<file path="src/rtl/menu_controller_pkg.sv">
// Shared types and constants for the menu/game sequencer and its keyboard front end.
package menu_pkg;

  typedef enum logic [2:0] {
    MENU,
    FADE_OUT,
    PLAY,
    PAUSED,
    GAME_OVER
  } menu_state_t;

  localparam logic [7:0] KC_UP    = 8'h1A;
  localparam logic [7:0] KC_DOWN  = 8'h16;
  localparam logic [7:0] KC_ENTER = 8'h28;
  localparam logic [7:0] KC_PAUSE = 8'h13;
  localparam logic [7:0] KC_ESC   = 8'h29;

  localparam int         FRAME_TICK_Y = 480;
  localparam logic [3:0] FADE_FULL    = 4'd15;

endpackage

</file>
<file path="src/rtl/menu_controller_key_event_detect.sv">
// Turns a level keycode into a single registered event per new key press.
module key_event_detect (
  input  logic       clk,
  input  logic       rst,
  input  logic [7:0] i_keycode,
  output logic       o_key_evt,
  output logic [7:0] o_key_code
);

  logic [7:0] r_keycode_q;
  logic       r_key_evt;
  logic [7:0] r_key_code;

  // A held key matches its own delayed copy, so it fires only once.
  always_ff @(posedge clk) begin
    if (rst) begin
      r_keycode_q <= 8'd0;
      r_key_evt   <= 1'b0;
      r_key_code  <= 8'd0;
    end else begin
      r_keycode_q <= i_keycode;
      r_key_evt   <= (i_keycode != 8'd0) && (i_keycode != r_keycode_q);
      r_key_code  <= i_keycode;
    end
  end

  assign o_key_evt  = r_key_evt;
  assign o_key_code = r_key_code;

endmodule

</file>
<file path="src/rtl/menu_controller.sv">
// Game-state sequencer: menu cursor, frame-synchronous fade, play/pause/game-over flow.
module menu_controller
  import menu_pkg::*;
#(
  parameter int         NUM_OPTIONS     = 3,
  parameter int         GAMEOVER_FRAMES = 120,
  parameter logic [7:0] KEY_UP          = KC_UP,
  parameter logic [7:0] KEY_DOWN        = KC_DOWN,
  parameter logic [7:0] KEY_ENTER       = KC_ENTER,
  parameter logic [7:0] KEY_PAUSE       = KC_PAUSE,
  parameter logic [7:0] KEY_ESC         = KC_ESC
) (
  input  logic                           vga_clk,
  input  logic                           reset,
  input  logic [9:0]                     DrawX,
  input  logic [9:0]                     DrawY,
  input  logic [7:0]                     keycode,
  input  logic                           game_over,
  output logic                           menu_active,
  output logic [$clog2(NUM_OPTIONS)-1:0] sel_index,
  output logic [$clog2(NUM_OPTIONS)-1:0] game_mode,
  output logic [3:0]                     fade_level,
  output logic                           game_run,
  output logic                           game_reset,
  output logic                           paused
);

  localparam int                SEL_W    = $clog2(NUM_OPTIONS);
  localparam int                CNT_W    = $clog2(GAMEOVER_FRAMES + 1);
  localparam logic [SEL_W-1:0]  SEL_LAST = SEL_W'(NUM_OPTIONS - 1);
  localparam logic [CNT_W-1:0]  CNT_SAT  = CNT_W'(GAMEOVER_FRAMES);

  logic             w_key_evt;
  logic [7:0]       w_key_code;
  logic             w_key_ok;

  logic             r_frame_tick;
  menu_state_t      r_state, w_state_nx;
  logic [SEL_W-1:0] r_sel, w_sel_nx;
  logic [SEL_W-1:0] r_mode, w_mode_nx;
  logic [3:0]       r_fade, w_fade_nx;
  logic [CNT_W-1:0] r_cnt, w_cnt_nx;
  logic             r_pend, w_pend_nx;
  logic             r_greset, w_greset_nx;
  logic             r_menu_active, r_run, r_paused;

  key_event_detect u_key (
    .clk        (vga_clk),
    .rst        (reset),
    .i_keycode  (keycode),
    .o_key_evt  (w_key_evt),
    .o_key_code (w_key_code)
  );

  assign w_key_ok = w_key_evt && !r_pend;

  always_comb begin
    w_state_nx  = r_state;
    w_sel_nx    = r_sel;
    w_mode_nx   = r_mode;
    w_fade_nx   = r_fade;
    w_cnt_nx    = r_cnt;
    w_pend_nx   = r_pend;
    w_greset_nx = 1'b0;
    case (r_state)
      MENU: begin
        if (w_key_evt) begin
          if (w_key_code == KEY_UP) begin
            w_sel_nx = (r_sel == '0) ? SEL_LAST : r_sel - 1'b1;
          end else if (w_key_code == KEY_DOWN) begin
            w_sel_nx = (r_sel == SEL_LAST) ? '0 : r_sel + 1'b1;
          end else if (w_key_code == KEY_ENTER) begin
            w_mode_nx  = r_sel;
            w_state_nx = FADE_OUT;
          end
        end
      end
      FADE_OUT: begin
        // Level 0 is held for one full frame, giving 16 frames of fade.
        if (r_frame_tick) begin
          if (r_fade == 4'd0) begin
            w_state_nx  = PLAY;
            w_greset_nx = 1'b1;
          end else begin
            w_fade_nx = r_fade - 4'd1;
          end
        end
      end
      PLAY: begin
        if (game_over) begin
          w_state_nx = GAME_OVER;
          w_cnt_nx   = '0;
          w_pend_nx  = 1'b0;
        end else if (r_pend && r_frame_tick) begin
          w_state_nx = MENU;
          w_fade_nx  = FADE_FULL;
          w_pend_nx  = 1'b0;
        end else if (w_key_ok) begin
          if (w_key_code == KEY_PAUSE) w_state_nx = PAUSED;
          else if (w_key_code == KEY_ESC) w_pend_nx = 1'b1;
        end
      end
      PAUSED: begin
        if (r_pend && r_frame_tick) begin
          w_state_nx = MENU;
          w_fade_nx  = FADE_FULL;
          w_pend_nx  = 1'b0;
        end else if (w_key_ok) begin
          if (w_key_code == KEY_PAUSE) w_state_nx = PLAY;
          else if (w_key_code == KEY_ESC) w_pend_nx = 1'b1;
        end
      end
      GAME_OVER: begin
        if (r_pend && r_frame_tick) begin
          w_state_nx = MENU;
          w_fade_nx  = FADE_FULL;
          w_pend_nx  = 1'b0;
        end else begin
          if (r_frame_tick && (r_cnt != CNT_SAT)) w_cnt_nx = r_cnt + 1'b1;
          if (w_key_ok && (w_key_code == KEY_ENTER) && (r_cnt == CNT_SAT)) w_pend_nx = 1'b1;
        end
      end
      default: w_state_nx = MENU;
    endcase
  end

  // Outputs decode the next state so they change on the same edge as the state.
  always_ff @(posedge vga_clk) begin
    if (reset) begin
      r_frame_tick  <= 1'b0;
      r_state       <= MENU;
      r_sel         <= '0;
      r_mode        <= '0;
      r_fade        <= FADE_FULL;
      r_cnt         <= '0;
      r_pend        <= 1'b0;
      r_greset      <= 1'b0;
      r_menu_active <= 1'b1;
      r_run         <= 1'b0;
      r_paused      <= 1'b0;
    end else begin
      r_frame_tick  <= (DrawX == 10'd0) && (DrawY == 10'(FRAME_TICK_Y));
      r_state       <= w_state_nx;
      r_sel         <= w_sel_nx;
      r_mode        <= w_mode_nx;
      r_fade        <= w_fade_nx;
      r_cnt         <= w_cnt_nx;
      r_pend        <= w_pend_nx;
      r_greset      <= w_greset_nx;
      r_menu_active <= (w_state_nx == MENU) || (w_state_nx == FADE_OUT);
      r_run         <= (w_state_nx == PLAY);
      r_paused      <= (w_state_nx == PAUSED);
    end
  end

  assign menu_active = r_menu_active;
  assign sel_index   = r_sel;
  assign game_mode   = r_mode;
  assign fade_level  = r_fade;
  assign game_run    = r_run;
  assign game_reset  = r_greset;
  assign paused      = r_paused;

endmodule

</file>
<file path="config.mk">
export PLATFORM = sky130hd
export DESIGN_NAME = menu_controller
export DESIGN_NICKNAME = d
export VERILOG_FILES = /design/src/rtl/menu_controller_pkg.sv /design/src/rtl/menu_controller_key_event_detect.sv /design/src/rtl/menu_controller.sv
export SDC_FILE = /design/constraint.sdc
export NUM_CORES = 1
export LEC_CHECK = 0
export BUFFER_PORTS_ARGS = -buffer_cell sky130_fd_sc_hd__buf_4
export CAP_MARGIN = 20
export CORE_UTILIZATION = 52
export CTS_CLUSTER_DIAMETER = 40
export DETAILED_ROUTE_END_ITERATION = 16
export PLACE_DENSITY = 0.78
export SLEW_MARGIN = 20
export SYNTH_ARGS = -nofsm -noshare
export SYNTH_HDL_FRONTEND = slang
export SYNTH_SLANG_ARGS = --single-unit
</file>
<file path="constraint.sdc">
create_clock -name vga_clk -period 2.3 [get_ports vga_clk]
set_clock_uncertainty 0.2 [all_clocks]
set_input_delay 0.115 -clock vga_clk [delete_from_list [all_inputs] [get_ports vga_clk]]
set_output_delay 0.115 -clock vga_clk [all_outputs]
set_load 0.02 [all_outputs]
</file>
==> run summary <==
• result of the run: completed
• count of pins over their slew limit: 0
• highest clock frequency the design can meet: 483 MHz
• commonest non-fill, non-tap cells in the layout: buf_4, dfxtp_1, nor2_1
• RSZ-0062 raised after global routing: false
• number of cell instances on the worst register-to-register path: 5
• area grow syn2layout: 34.2%
• clock tree sinks: 33
• detailed route wirelength on metal2: 2210 um
• ys flop type: dfxtp_1
• largest area contributor in the netlist: dfxtp_1
• depth of the worst hold-timing path: 2
• cts repair resizes: 0
• headroom to the max-slew limit: 58.8%
• Cell Int Power: 0.000802 W
• total standard cell area after synthesis: 1730 um2
• cell row count: 20
• routed wire length per instance: 13.6 um
• number of nets with antenna violations after detailed routing: 0
• detailed-router iteration count before antenna repair: 4
• CTS tree: built
• placer congestion estimate: 0.907
• post-DP HPWL: 2920 um
• Port Buffer Count: 42
• per-cell via count in the routed design: 5.41
• tightest hold margin: 0.314 ns
• overall die height: 59.7 um
• Fillers: 247
• highest metal layer with signal wires: met4
• effective utilization at floorplan: 55.7%
• Max-cap violations: 0
• first-pass GRT wire length: 6880 um
• Reg-to-Reg End: fade_level[1]
• via count: 1611
• post-route core utilization: 74.8%
• number of buffers between clock root and the deepest sink: 2
• post-synthesis average cell area: 9.10 um2
• Worst Hold End: r_cnt[4]
• number of antenna violations at the first check in global routing: 0
• Yosys warning total: 0
• Worst Setup Path Type: primary input to register
• Final Hold Viols: 0
• top cells by area in the synthesized netlist: dfxtp_1, xnor2_1, nor2_1
• number of flops mapped to enable cells by yosys: 0
• transition time at the pin with the least slew margin: 0.617 ns
• placeable core area: 3100 um2
• Syn Nets: 227
• share of synthesized flip-flops with an asynchronous set or reset: 0%
• Clock power frac: 31.6%
• violation count after the first detailed-route iteration: 72
• clock transition time at the flip-flop clock pins of the worst setup and hold paths: 0.09 ns
• most common cell after layout, fill and taps aside: buf_4
• sequential fraction of the synthesis area: 38.2%
• CP Launch Type: primary input
• Gate power share: 11.6%
• number of clock buffers inserted by TritonCTS: 5
• worst reg-to-reg setup slack: 0.29 ns
• DRC: 0
• total of flip-flops plus latches after synthesis: 33
• number of antenna diodes: 0
• switching pwr: 0.000240 W
• Tcrit/Tclk final: 90.0%
• maximum number of pins on one net before global-route repair: 25
• time the worst path needs with I/O delays and setup: 2.07 ns
• met1 routed wirelength after detailed routing: 1640 um
• post-CTS setup buffer count: 0
• DR WL met3: 170 um
• data arrival time at the worst-slack endpoint: 2.15 ns
• final wirelength: 4060 um
• Root Driver: clkbuf_4
• total I/O pin count: 43
• net count reported at finish: 291
• Crit path required time: 2.38 ns
• total power of the final layout: 0.00104 W
• share of total power in sequential cells: 56.8%
• R2R Path Start: r_state[1]
• Remaining Overflow, GRT: 0
• crit-path max FO: 1
• path class of the lowest-slack min-delay path: register to register
• total negative setup slack: 0 ns
• H-tree Lvls: 2
• leakage dissipation: 0.932 nW
• post-synthesis instance total: 190
• Hold Path Origin: r_cnt[4]
• portion of synthesized cell area occupied by the leading cell type: 38.2%
• total die area: 3560 um2
• number of distinct library cells after synthesis: 44
• clock latency at the later pin of the worst-skew pair: 0.33 ns
• layout cell share with drive strength beyond 1: 22.8%
• setup-violating endpoint count in the final report: 0
• total power per unit cell area: 449 nW/um2
• Max IR drop VDD: 0.000420 V
• vias in the first global route: 1667
• switch share: 23.0%
• total global-route track usage: 25.9%
• kind of end point of the critical path: register
• chip width: 59.7 um
==> cell type report <==
type	instances	area (um2)	share of cell area (%)
Multi-Input combinational cell	145	1000	43.2
Sequential cell	33	661	28.5
Timing Repair Buffer	63	526	22.7
Clock buffer	7	55.1	2.37
Tap cell	44	55.1	2.37
Inverter	6	22.5	0.971
==> cells in the mapped netlist, drive strengths merged (2+ instances only) <==
cell     instances
nor2b           11
nand4            5
nand4bb          3
or3              2
o21bai           2
nand3            5
buf              3
a211oi           6
ha               6
o21ai            8
nor3             8
clkbuf           3
nor4             9
inv              6
dfxtp           33
and3             3
mux2i            3
nand2           10
nand2b           3
a21oi            5
nor2            23
nand3b           4
xnor2           13
==> repair_timing <==
action | 4_1_cts | 5_1_grt
hold buffers | 21 | 0
hold endpoints to repair | 22 | 0
endpoints found under the setup margin | 0 | 0
==> cell families after synthesis <==
| logic type | Yosys count | synth area share (%) |
|---|---|---|
| simple gates | 93 | 32.2 |
| fa+ha+maj | 6 | 4.34 |
| buf+inv | 12 | 3.91 |
| mux | 3 | 1.74 |
| xor+xnor | 14 | 7.09 |
| flops | 33 | 38.2 |
| compound gates | 29 | 12.5 |
==> how the worst max path moves through the flow <==
stage             startpoint            end  slack [ns]  cells after the start
6_report            DrawY[9]   r_frame_tick        0.23                      6
5_1_grt           r_state[1]    menu_active        0.13                      4
4_1_cts             DrawY[9]   r_frame_tick        0.24                      6
3_3_place_gp      r_state[2]  fade_level[1]        0.41                      5
2_1_floorplan  fade_level[0]  fade_level[1]        0.47                      6
3_5_place_dp      r_state[1]  fade_level[1]        0.34                      5
==> sequential cells by signal (all words and copies together) (netlist names), 2 cells and up <==
register and flops:
u_key.o_key_code 8, r_cnt 7, fade_level 4, r_state 3
game_mode 2, sel_index 2
==> worst max-delay path, cell delays in order <==
cell	delay, ns
dlygate4sd3_1	0.54
buf_4	0.13
nand3b_1	0.13
dlygate4sd3_1	0.55
nor3_1	0.12
dlygate4sd3_1	0.56
==> power groups by stage <==
stage	clock network, W	registers, W	logic [W]
after floorplan	0	0.000601	0.0000417
after global placement	0	0.000604	0.0000900
after detailed placement	0	0.000604	0.0000938
after CTS	0.000334	0.000591	0.000120
after global routing	0.000363	0.000593	0.000131
final	0.000330	0.000592	0.000121
==> metal layers <==
| layer | up-vias | track usage, % |
|---|---|---|
| li1 | 808 | - |
| met5 | - | 0 |
| met1 | 761 | 27.9 |
| met3 | 5 | 6.71 |
| met2 | 37 | 48.3 |
| met4 | 0 | 9.30 |
==> per-stage QoR <==
stage	area (um2)	setup slack, ns	cells
6_report	2320	0.229	298
3_5_place_dp	2050	0.340	270
3_3_place_gp	2050	0.407	270
2_1_floorplan	1730	0.466	190
5_1_grt	2320	0.131	298
4_1_cts	2320	0.244	298
No activity file was read; power rests on OpenSTA's default activity.
